===== config.mk =====
export PLATFORM = sky130hd
export DESIGN_NAME = gcd_requester
export DESIGN_NICKNAME = d
export VERILOG_FILES = /design/src/rtl/gcd_requester.sv
export SDC_FILE = /design/constraint.sdc
export NUM_CORES = 1
export LEC_CHECK = 0
export ABC_AREA = 0
export CAP_MARGIN = 10
export CORE_UTILIZATION = 40
export CTS_BUF_LIST = sky130_fd_sc_hd__clkbuf_2
export CTS_CLUSTER_DIAMETER = 150
export DETAILED_ROUTE_END_ITERATION = 8
export DONT_BUFFER_PORTS = 1
export HOLD_SLACK_MARGIN = 0.02
export PLACE_DENSITY = 0.53
export SYNTH_ARGS = -nofsm -noshare
export SYNTH_HDL_FRONTEND = slang
export SYNTH_SLANG_ARGS = --single-unit

===== constraint.sdc =====
create_clock -name clk -period 2.3 [get_ports clk]
set_clock_uncertainty 0.15 [all_clocks]
set_input_delay 0.46 -clock clk [delete_from_list [all_inputs] [get_ports clk]]
set_output_delay 0.46 -clock clk [all_outputs]
set_load 0.02 [all_outputs]

===== src/rtl/gcd_requester.sv =====
// Sequences one operand pair at a time through an external GCD engine and returns the result downstream.
// Optional WAIT timeout abort is compiled in when the GCD_TIMEOUT_EN macro is defined.
module gcd_requester #(
  parameter int WIDTH   = 8,
  parameter int TIMEOUT = 255
) (
  input  logic             clk,
  input  logic             rst_n,
  input  logic             in_valid,
  output logic             in_ready,
  input  logic [WIDTH-1:0] in_a,
  input  logic [WIDTH-1:0] in_b,
  output logic             gcd_start,
  output logic [WIDTH-1:0] gcd_a,
  output logic [WIDTH-1:0] gcd_b,
  input  logic             gcd_done,
  input  logic [WIDTH-1:0] gcd_result,
  output logic             out_valid,
  input  logic             out_ready,
  output logic [WIDTH-1:0] out_gcd,
  output logic             out_err,
  output logic             busy
);

  typedef enum logic [1:0] {
    IDLE  = 2'd0,
    START = 2'd1,
    WAIT  = 2'd2,
    RESP  = 2'd3
  } state_t;

  state_t           state_q, state_d;
  logic [WIDTH-1:0] gcd_a_q, gcd_a_d;
  logic [WIDTH-1:0] gcd_b_q, gcd_b_d;
  logic [WIDTH-1:0] out_gcd_q, out_gcd_d;
  logic             out_err_q, out_err_d;

`ifdef GCD_TIMEOUT_EN
  // Counter only has to reach TIMEOUT-1, the value of the last WAIT cycle.
  localparam int CNT_W = (TIMEOUT > 1) ? $clog2(TIMEOUT) : 1;
  localparam logic [CNT_W-1:0] CNT_LAST = CNT_W'(TIMEOUT - 1);

  logic [CNT_W-1:0] cnt_q, cnt_d;
`else
  logic unused_timeout;
  assign unused_timeout = (TIMEOUT != 0);
`endif

  always_comb begin
    state_d   = state_q;
    gcd_a_d   = gcd_a_q;
    gcd_b_d   = gcd_b_q;
    out_gcd_d = out_gcd_q;
    out_err_d = out_err_q;
`ifdef GCD_TIMEOUT_EN
    cnt_d     = cnt_q;
`endif
    case (state_q)
      IDLE: begin
        if (in_valid) begin
          if ((in_a != '0) && (in_b != '0)) begin
            gcd_a_d = in_a;
            gcd_b_d = in_b;
            state_d = START;
          end else begin
            // A zero operand makes the answer the other operand; both zero is an error.
            out_gcd_d = in_a | in_b;
            out_err_d = (in_a == '0) && (in_b == '0);
            state_d   = RESP;
          end
        end
      end
      START: begin
        state_d = WAIT;
`ifdef GCD_TIMEOUT_EN
        cnt_d   = '0;
`endif
      end
      WAIT: begin
        if (gcd_done) begin
          out_gcd_d = gcd_result;
          out_err_d = 1'b0;
          state_d   = RESP;
        end
`ifdef GCD_TIMEOUT_EN
        else if (cnt_q == CNT_LAST) begin
          out_gcd_d = '0;
          out_err_d = 1'b1;
          state_d   = RESP;
        end else begin
          cnt_d = cnt_q + CNT_W'(1);
        end
`endif
      end
      RESP: begin
        if (out_ready) begin
          state_d = IDLE;
        end
      end
      default: state_d = IDLE;
    endcase
  end

  always_ff @(posedge clk or negedge rst_n) begin
    if (!rst_n) begin
      state_q   <= IDLE;
      gcd_a_q   <= '0;
      gcd_b_q   <= '0;
      out_gcd_q <= '0;
      out_err_q <= 1'b0;
`ifdef GCD_TIMEOUT_EN
      cnt_q     <= '0;
`endif
    end else begin
      state_q   <= state_d;
      gcd_a_q   <= gcd_a_d;
      gcd_b_q   <= gcd_b_d;
      out_gcd_q <= out_gcd_d;
      out_err_q <= out_err_d;
`ifdef GCD_TIMEOUT_EN
      cnt_q     <= cnt_d;
`endif
    end
  end

  // State already reads IDLE during reset, so in_ready is gated to stay low there.
  assign in_ready  = rst_n && (state_q == IDLE);
  assign gcd_start = (state_q == START);
  assign out_valid = (state_q == RESP);
  assign busy      = (state_q != IDLE);
  assign gcd_a     = gcd_a_q;
  assign gcd_b     = gcd_b_q;
  assign out_gcd   = out_gcd_q;
  assign out_err   = out_err_q;

endmodule


# Word-level counts from Yosys, hierarchy flattened
# Cells that the tools add are included.
# Widths: inputs -> output; s select.
classes:
  add_sub_neg: 0
  mul: 0
  div_mod_pow: 0
  magnitude_cmp: 0
  n_eq_ne: 7
  shift: 0
  mux: 13
  bitwise: 1
  reduce_logical: 13
ops:
  columns: ["operator", "n"]
  rows:
  - ["$mux 8", 3]
  - ["$logic_not 8->1", 2]
  - ["$pmux 8 s2", 1]
  - ["$reduce_bool 8->1", 2]
  - ["$mux 2", 4]
  - ["$or 8x8->8", 1]
  - ["$pmux 2 s4", 1]
  - ["$ne 2x2->1 const B", 3]
  - ["$reduce_and 3->1", 2]
  - ["$eq 2x2->1 const B", 2]
  - ["$reduce_and 4->1", 1]
  - ["$reduce_bool 2->1", 2]
  - ["$logic_and 1x1->1", 3]
  - ["$mux 1", 3]
  - ["$eq 2x1->1 const B", 1]
  - ["$logic_not 2->1", 1]
  - ["$ne 2x1->1 const B", 1]
  - ["$pmux 1 s2", 1]
totals:
  reg_bits: 27
  latch_bits: 0
  ramBits: 0
  romBits: 0
  inputBits: 29
  output_inout_bits: 29
  word_cells: 39
  mem_count: 0

# Depth between registers and ports, before layout
# Gate-level depths: netlist of run 1.
logic_depth:
  ltp_word: 5
  ltp_mapped: 7
  ltp_nobuf: 6

# Worst setup path before layout of run 1
# Ideal clock, no wire load.
synth_path:
  path_kind: "register -> register"
  start: "register state_q[0]"
  end: "register out_gcd_q[0] (netlist: out_gcd[0])"
  setup_ns: 0.125
  arrival_ns: 1.707
  t_required_ns: 2.025
  path_slack_ns: 0.319
  stages_incl_launch_ff: 7
  path_buffers: 1
  period_less_slack_ns: 1.981
  path_cell_list: "dfrtp_1 inv_1 ha_1 clkbuf_1 o211ai_1 a31oi_4 mux2_2"
synth_via:
  elab_chain_cells: 3
  elab_cells_between_ends: 8
  classes_between: "eq/ne (4); mux (1); reduce/logical (3)"
synth_lines:
  columns: ["item", "line", "rtl"]
  rows:
  - ["from (decl)", "32", "state_t state_q, state_d;"]
  - ["from (signal assigned)", "115", "state_q <= state_d;"]
  - ["$eq 2x2->1 or $logic_not 2->1 (tied branches)", "58", "case (state_q)"]
  - ["$ne 2x2->1 (no line) or $reduce_bool 2->1 (tied branches)", null, null]
  - ["$reduce_and 4->1 (no line)", null, null]
  - ["to (signal assigned)", "118", "out_gcd_q <= out_gcd_d;"]
  - ["to (decl)", "35", "logic [WIDTH-1:0] out_gcd_q, out_gcd_d;"]
# Parallel ways exist; a longest one is shown, timed or not.
# A chain may end at the register's enable or synchronous reset.

# Worst setup path in the final report of run 1
layout_path:
  start: "register state_q[1]"
  end: "output port in_ready"
layout_via:
  elab_chain_cells: 2
layout_lines:
  columns: ["item", "line", "rtl"]
  rows:
  - ["$logic_not 2->1", "127", "assign in_ready = rst_n && (state_q == IDLE);"]
  - ["$logic_and 1x1->1", "127", null]
  - ["to (decl)", "10", "output logic in_ready,"]
# Every way passes these cells.

==> impl_metrics.xml, run 1 <==
<?xml version="1.0" encoding="UTF-8"?>
<metrics>
  <group name="run_status">
    <metric name="outcome" unit="">finished, final reports clean</metric>
  </group>
  <group name="cells_and_area">
    <metric name="final_core_util" unit="">0.452</metric>
    <metric name="diodes" unit="">0</metric>
    <metric name="layout-drive-gt1-share" unit="">0.301</metric>
    <metric name="fillers" unit="">290</metric>
    <metric name="multi_input_combinational_cell_area" unit="um^2">586</metric>
    <metric name="post_layout_nonfiller_instances" unit="">157</metric>
    <metric name="ff_latch_area" unit="um^2">676</metric>
    <metric name="nets" unit="">148</metric>
    <metric name="synthToLayoutAreaGrowth" unit="%">7.03</metric>
  </group>
  <group name="grt">
    <metric name="globalRouteMet2Util" unit="">0.286</metric>
    <metric name="grt_pass1_wl" unit="mm">4.37</metric>
    <metric name="use_met1" unit="">0.213</metric>
    <metric name="initial_antenna_violation_count" unit="">0</metric>
    <metric name="gr-total-overflow" unit="">0</metric>
    <metric name="grtUsageMet3" unit="">0.0437</metric>
    <metric name="grt_most_used_layer" unit="">met2</metric>
    <metric name="grt_start_max_net_pins" unit="">28</metric>
    <metric name="grt_pass1_vias" unit="">905</metric>
    <metric name="grt_util_all_layers" unit="">0.174</metric>
  </group>
  <group name="drt">
    <metric name="routed-via-count" unit="">833</metric>
    <metric name="drt-vias-per-instance" unit="">5.31</metric>
    <metric name="per_cell_routed_wire_length" unit="um">17.2</metric>
    <metric name="dr.pass1.iters" unit="">4</metric>
    <metric name="detail_route.wirelength" unit="mm">2.70</metric>
    <metric name="drcViolationCount" unit="">0</metric>
    <metric name="iter_0_drt_violations" unit="">11</metric>
    <metric name="final_antenna_net_count" unit="">0</metric>
  </group>
  <group name="setup_path">
    <metric name="cp-end-kind" unit="">output port</metric>
    <metric name="criticalPathCategory" unit="">flip-flop to output port</metric>
    <metric name="worst_path_max_delay_cell" unit="">dfrtp_1</metric>
    <metric name="crit_path_cell_trace" unit="">inv_1 &gt; ha_2 &gt; and2_1</metric>
    <metric name="reg2reg_slack" unit="ns">0.31</metric>
    <metric name="required" unit="ns">1.69</metric>
    <metric name="timing.critical_path.arrival" unit="ns">1.50</metric>
    <metric name="cp_max_fanout" unit="">7</metric>
    <metric name="rr_startpoint" unit="">state_q[1]</metric>
    <metric name="r2r_end" unit="">gcd_b[2]</metric>
    <metric name="startpoint_type" unit="">flip-flop</metric>
    <metric name="worstRegToRegCells" unit="">4</metric>
    <metric name="worst_path_largest_cell_delay" unit="ns">0.46</metric>
  </group>
  <group name="pwr">
    <metric name="max-vdd-ir-drop" unit="V">0.000632</metric>
    <metric name="pwr_density_cell" unit="nW/um^2">1490</metric>
    <metric name="power.leakage" unit="nW">0.557</metric>
  </group>
  <group name="placement">
    <metric name="place_hpwl" unit="mm">2.03</metric>
    <metric name="port_buffers" unit="">0</metric>
    <metric name="dp.cells" unit="">151</metric>
    <metric name="finalWeightedCongestion" unit="">0.698</metric>
  </group>
  <group name="timing">
    <metric name="period_minus_slack" unit="ns">2.11</metric>
    <metric name="drv_slew" unit="">0</metric>
    <metric name="timing.max_slew.rel_slack" unit="">0.635</metric>
    <metric name="hold_viol" unit="">0</metric>
    <metric name="rsz0062_at_grt" unit="">false</metric>
    <metric name="fmax" unit="MHz">474</metric>
    <metric name="final_setup_violating_endpoints" unit="">0</metric>
    <metric name="worst-slew-pin-transition" unit="ns">0.546</metric>
    <metric name="setup-tns-final" unit="ns">0</metric>
    <metric name="layout_worst_path_cycle_share" unit="">0.917</metric>
  </group>
  <group name="yosys">
    <metric name="synth_area_per_cell" unit="um^2">11.8</metric>
    <metric name="synth-seq-cells" unit="">27</metric>
    <metric name="post_synth_edffs" unit="">0</metric>
    <metric name="synth.area.top_cells" unit="">dfrtp_1 (52%), mux2_2 (21%), ha_1 (4.8%), o21ai_0 (4.6%), nand2_1 (3.2%)</metric>
    <metric name="async_flop_share" unit="">1.00</metric>
    <metric name="synth.largest_area_cell" unit="">dfrtp_1</metric>
    <metric name="synth_warnings" unit="">0</metric>
    <metric name="yosysMostFrequentCell" unit="">dfrtp_1</metric>
    <metric name="synth_cell_type_count" unit="">20</metric>
    <metric name="ys_dominant_reg_cell" unit="">dfrtp_1</metric>
    <metric name="number_of_nets_in_the_synthesized_netlist" unit="">144</metric>
    <metric name="synth_cells" unit="">110</metric>
    <metric name="synth.yosys.seq_area_share" unit="">0.520</metric>
    <metric name="synth.cells.most_frequent" unit="">dfrtp_1 (27), mux2_2 (24), o21ai_0 (12)</metric>
    <metric name="syn-cell-area" unit="um^2">1300</metric>
    <metric name="synth_top_cell_area_share" unit="">0.520</metric>
  </group>
  <group name="clock_network">
    <metric name="clock_tree.htree_level_count" unit="">1</metric>
    <metric name="cts_made_buffers" unit="">3</metric>
    <metric name="tritoncts" unit="">done</metric>
    <metric name="cts_root_buf" unit="">clkbuf_2</metric>
    <metric name="worst_setup_hold_path_clk_slew" unit="ns">0.28</metric>
    <metric name="cts_setup_buffers" unit="">0</metric>
    <metric name="cts-root-to-sink-buffers" unit="">2</metric>
    <metric name="clock_latency" unit="ns">0.35</metric>
    <metric name="clock_sinks" unit="">27</metric>
  </group>
  <group name="die">
    <metric name="boundaryPins" unit="">58</metric>
    <metric name="die_boundary_width" unit="um">59.0</metric>
    <metric name="num_rows" unit="">20</metric>
    <metric name="placeableCoreArea" unit="um^2">3080</metric>
    <metric name="chipHeight" unit="um">59.0</metric>
    <metric name="floorplan.die_area" unit="um^2">3480</metric>
    <metric name="floorplan.initialDensity" unit="">0.422</metric>
  </group>
  <group name="worst_hold_path">
    <metric name="min_path_type" unit="">input port to flip-flop</metric>
    <metric name="whs_endpoint" unit="">gcd_b[5]</metric>
    <metric name="min-delay-start" unit="">in_b[5]</metric>
    <metric name="hold-path-cell-count" unit="">1</metric>
  </group>
  <group name="job">
    <metric name="total_of_max_cap_violations" unit="">0</metric>
  </group>
</metrics>
[where the power goes]
group          internal (mW)  switching, mW
clock                 0.0403          0.148
sequential             0.708          0.424
combinational          0.392          0.362
[area by class of cell]
class,count,share of cell area
clock buffer,3,0.0108
sequential,27,0.486
tap,44,0.0396
clock inverter,1,0.00540
inverter,4,0.0108
timing repair buffer,3,0.0270
multi-input combinational,75,0.421
[per-stage QoR]
stage / hold slack (ns) / worst slack (ns) / total power [mW] / instance area (um^2)
after floorplan: 0.0144 / 0.319 / 1.75 / 1300
after global placement: 0.0153 / 0.254 / 1.86 / 1340
after detailed placement: 0.0149 / 0.182 / 1.89 / 1340
after CTS: 0.0452 / 0.0824 / 2.09 / 1390
after global routing: 0.0281 / 0.0650 / 2.22 / 1390
final: 0.0579 / 0.190 / 2.07 / 1390
[per-layer routing]
metal | vias up | share of wire | routed length, um
li1 | 387 | - | -
met1 | 402 | 0.41 | 1100
met2 | 40 | 0.49 | 1330
met3 | 4 | 0.084 | 226
met4 | 0 | 0.016 | 43
met5 | - | 0 | 0
[critical path, delay by kind of cell (launching register included)]
| kind | cells | cell delay (ns) |
|---|---|---|
| AND/OR/NAND/NOR | 1 | 0.27 |
| buffers and inverters | 1 | 0.13 |
| flip-flops | 1 | 0.46 |
| adder cells (fa/ha/maj) | 1 | 0.29 |
[what timing repair did]
| item | 4_1_cts | 5_1_grt |
|---|---|---|
| setup endpoints to repair | 0 | 1 |
| resized for setup | 0 | 1 |
| hold buffers | 2 | 0 |
| endpoints found under the hold margin | 27 | 0 |
[layout by cell type, fill, tap and decap left out, types with 3 or more instances in the layout]
master    count
nand2b_1      3
o21ai_0      12
nand2_1      11
nor4_1        4
ha_1          4
inv_1         4
dfrtp_1      27
clkbuf_2      3
mux2_2       24
nor2_1        8
[worst max-delay path by stage]
stage	from	endpoint	slack [ns]	cells past startpoint
floorplan	state_q[0]	out_gcd[0]	0.32	6
global placement	in_b[1]	gcd_b[1]	0.25	4
detailed placement	in_b[1]	gcd_b[0]	0.18	4
CTS	state_q[1]	in_ready	0.08	3
global route	state_q[0]	in_ready	0.07	3
finish	state_q[1]	in_ready	0.19	3
[kinds of logic (layout without fill, tap and decap cells)]
logic type | Yosys count | in the layout | share of synthesized area
adders and majority gates | 5 | 5 | 0.0481
buffers and inverters | 8 | 11 | 0.0318
AOI/OAI and AO/OA | 15 | 15 | 0.0732
DFF | 27 | 27 | 0.520
and+or+nand+nor | 31 | 31 | 0.119
muxes | 24 | 24 | 0.208
[flip-flops by register name, indices dropped and copies added, names as in the netlist]
register	flops
gcd_a	8
gcd_b	8
out_err	1
out_gcd	8
state_q	2
(Power assumes the default switching activity.)
==> run 2, diff against run 1 <==
==> constraint.sdc (replaced) <==
create_clock -name clk -period 2.3 [get_ports clk]
set_clock_uncertainty 0.15 [all_clocks]
set_input_delay 0.345 -clock clk [delete_from_list [all_inputs] [get_ports clk]]
set_output_delay 0.345 -clock clk [all_outputs]
set_load 0.02 [all_outputs]
==> run 2 against run 1 <==
  * Wire length up 4.3%
  * Utilization is 5.1 points higher
  * Die area unchanged
  * Non-clock buffer count is 16 higher
  * Register-to-register slack worse by 0.08 ns
  * Sequential power is essentially flat
  * First-iteration DRC count increased by 18%
  * Maximum frequency rose by 2.1%
  * Sequential share of layout area down 4.9 points
  * Clock-buffer cell count unchanged
  * Critical path type is now flip-flop to flip-flop
  * Largest power group unchanged
==> impl_metrics.xml, run 2 (synthesis results as in run 1) <==
<?xml version="1.0" encoding="UTF-8"?>
<metrics>
  <group name="die">
    <metric name="chipHeight" unit="um">59.0</metric>
    <metric name="die_boundary_width" unit="um">59.0</metric>
    <metric name="boundaryPins" unit="">58</metric>
    <metric name="num_rows" unit="">20</metric>
    <metric name="placeableCoreArea" unit="um^2">3080</metric>
    <metric name="floorplan.initialDensity" unit="">0.422</metric>
    <metric name="floorplan.die_area" unit="um^2">3480</metric>
  </group>
  <group name="job">
    <metric name="total_of_max_cap_violations" unit="">0</metric>
  </group>
  <group name="drt">
    <metric name="drt-vias-per-instance" unit="">5.11</metric>
    <metric name="met1Wirelength" unit="mm">1.14</metric>
    <metric name="detail_route.wirelength" unit="mm">2.82</metric>
    <metric name="routed-via-count" unit="">884</metric>
    <metric name="route.top_layer_used" unit="">met4</metric>
    <metric name="detailroute.wirelength.met3" unit="um">204</metric>
    <metric name="dr.pass1.iters" unit="">2</metric>
    <metric name="dr_wl_met2" unit="mm">1.45</metric>
    <metric name="per_cell_routed_wire_length" unit="um">16.3</metric>
    <metric name="drcViolationCount" unit="">0</metric>
    <metric name="final_antenna_net_count" unit="">0</metric>
    <metric name="iter_0_drt_violations" unit="">13</metric>
  </group>
  <group name="grt">
    <metric name="grt_pass1_wl" unit="mm">4.66</metric>
    <metric name="gr-total-overflow" unit="">0</metric>
    <metric name="grt_pass1_vias" unit="">1017</metric>
    <metric name="grt_start_max_net_pins" unit="">28</metric>
    <metric name="grt_util_all_layers" unit="">0.182</metric>
    <metric name="initial_antenna_violation_count" unit="">0</metric>
  </group>
  <group name="timing">
    <metric name="drv_slew" unit="">0</metric>
    <metric name="setup-tns-final" unit="ns">0</metric>
    <metric name="rsz0062_at_grt" unit="">false</metric>
    <metric name="timing.final.ws_setup" unit="ns">0.234</metric>
    <metric name="final_setup_violating_endpoints" unit="">0</metric>
    <metric name="hold_viol" unit="">0</metric>
    <metric name="worst-slew-pin-transition" unit="ns">0.508</metric>
    <metric name="timing.max_slew.rel_slack" unit="">0.660</metric>
    <metric name="layout_worst_path_cycle_share" unit="">0.898</metric>
    <metric name="fmax" unit="MHz">484</metric>
    <metric name="period_minus_slack" unit="ns">2.07</metric>
  </group>
  <group name="setup_path">
    <metric name="cpLargestDelayFamily" unit="">compound AO/OA/AOI/OAI gates</metric>
    <metric name="crit_path_cell_trace" unit="">inv_1 &gt; ha_1 &gt; nand2b_1 &gt; o211ai_1 &gt; a31oi_4 &gt; mux2_2</metric>
    <metric name="timing.critical_path.buf_inv" unit="">1</metric>
    <metric name="cp_max_fanout" unit="">9</metric>
    <metric name="worst_path_largest_cell_delay" unit="ns">0.43</metric>
    <metric name="cp-end-kind" unit="">flip-flop</metric>
    <metric name="criticalPathCategory" unit="">flip-flop to flip-flop</metric>
    <metric name="required" unit="ns">2.43</metric>
    <metric name="worst_path_max_delay_cell" unit="">dfrtp_1</metric>
    <metric name="timing.critical_path.arrival" unit="ns">2.19</metric>
    <metric name="startpoint_type" unit="">flip-flop</metric>
  </group>
  <group name="clock_network">
    <metric name="worst_setup_hold_path_clk_slew" unit="ns">0.25</metric>
    <metric name="cts-root-to-sink-buffers" unit="">2</metric>
    <metric name="cts_root_buf" unit="">clkbuf_2</metric>
    <metric name="clock_sinks" unit="">27</metric>
    <metric name="clock_latency" unit="ns">0.35</metric>
    <metric name="tritoncts" unit="">done</metric>
    <metric name="cts_setup_buffers" unit="">0</metric>
    <metric name="cts_made_buffers" unit="">3</metric>
    <metric name="clock_tree.htree_level_count" unit="">1</metric>
  </group>
  <group name="cells_and_area">
    <metric name="nets" unit="">164</metric>
    <metric name="layout-drive-gt1-share" unit="">0.256</metric>
    <metric name="fillers" unit="">306</metric>
    <metric name="layout_common_cells" unit="">dfrtp_1 (27), mux2_2 (24), dlygate4sd3_1 (17)</metric>
    <metric name="synthToLayoutAreaGrowth" unit="%">19.2</metric>
    <metric name="final_common_cell" unit="">dfrtp_1</metric>
    <metric name="diodes" unit="">0</metric>
  </group>
  <group name="worst_hold_path">
    <metric name="min_path_type" unit="">input port to flip-flop</metric>
  </group>
  <group name="pwr">
    <metric name="pwr_density_cell" unit="nW/um^2">1350</metric>
    <metric name="max-vdd-ir-drop" unit="V">0.000628</metric>
    <metric name="power.leakage" unit="nW">0.625</metric>
  </group>
  <group name="placement">
    <metric name="preCtsSetupSlack" unit="ns">0.237</metric>
    <metric name="place_hpwl" unit="mm">2.04</metric>
    <metric name="finalWeightedCongestion" unit="">0.729</metric>
    <metric name="port_buffers" unit="">0</metric>
  </group>
  <group name="run_status">
    <metric name="outcome" unit="">finished, final reports clean</metric>
  </group>
</metrics>
run 2: changes by cell type in the layout (fill, tap and decap cells not counted), sizes merged:
| cell | before | now |
|---|---|---|
| dlygate4sd3 | 1 | 17 |
run 2: path summary, 6_finish.rpt:
| kind | startpoint | endpoint | slack (ns) | cells after the start |
|---|---|---|---|---|
| max reg2reg | state_q[0] | out_gcd[5] | 0.23 | 6 |
| min | in_valid | out_err | 0.06 | 3 |
| max | state_q[0] | out_gcd[5] | 0.23 | 6 |
| max in group asynchronous | rst_n | out_gcd[4] | 1.62 | 2 |
| min in group asynchronous | rst_n | gcd_b[7] | 0.23 | 2 |
| min reg2reg | out_err | out_err | 0.53 | 2 |
run 2: layout make-up:
class	count	area, um^2	area share
Clock buffer	3	15.0	0.00969
Clock inverter	1	7.51	0.00485
Inverter	4	15.0	0.00969
Multi-Input combinational cell	75	583	0.376
Sequential cell	27	676	0.436
Tap cell	44	55.1	0.0355
Timing Repair Buffer	19	198	0.128
run 2: power by group:
| part | switching (mW) | internal [mW] |
|---|---|---|
| logic | 0.365 | 0.406 |
| clock network | 0.144 | 0.0403 |
| registers | 0.424 | 0.708 |
| total | 0.933 | 1.15 |
run 2: worst reg2reg max path: stages (launching register included):
cell and delay, ns:
dfrtp_1 0.43, inv_1 0.10, ha_1 0.31, nand2b_1 0.12
o211ai_1 0.14, a31oi_4 0.35, mux2_2 0.39
run 2: what timing repair did:
item,in CTS,in global routing
endpoints found under the hold margin,43,0
gates resized for setup,0,0
endpoints found under the setup margin,0,0
hold buffers,18,0
run 2: layer usage:
metal / vias to the layer above / global-route usage
li1: 422 / -
met1: 426 / 0.219
met2: 34 / 0.312
met3: 2 / 0.0480
met4: 0 / 0.0680
met5: - / 0
run 2: per-stage QoR:
| step | hold WS (ns) | area (um^2) | power [mW] | utilization | cells |
|---|---|---|---|---|---|
| floorplan | -0.101 | 1300 | 1.75 | - | 110 |
| global placement | -0.100 | 1340 | 1.87 | 0.434 | 151 |
| detailed placement | -0.100 | 1340 | 1.89 | 0.434 | 151 |
| CTS | 0.0448 | 1550 | 2.11 | 0.503 | 173 |
| global route | 0.0221 | 1550 | 2.24 | 0.503 | 173 |
| finish | 0.0597 | 1550 | 2.09 | 0.503 | 173 |
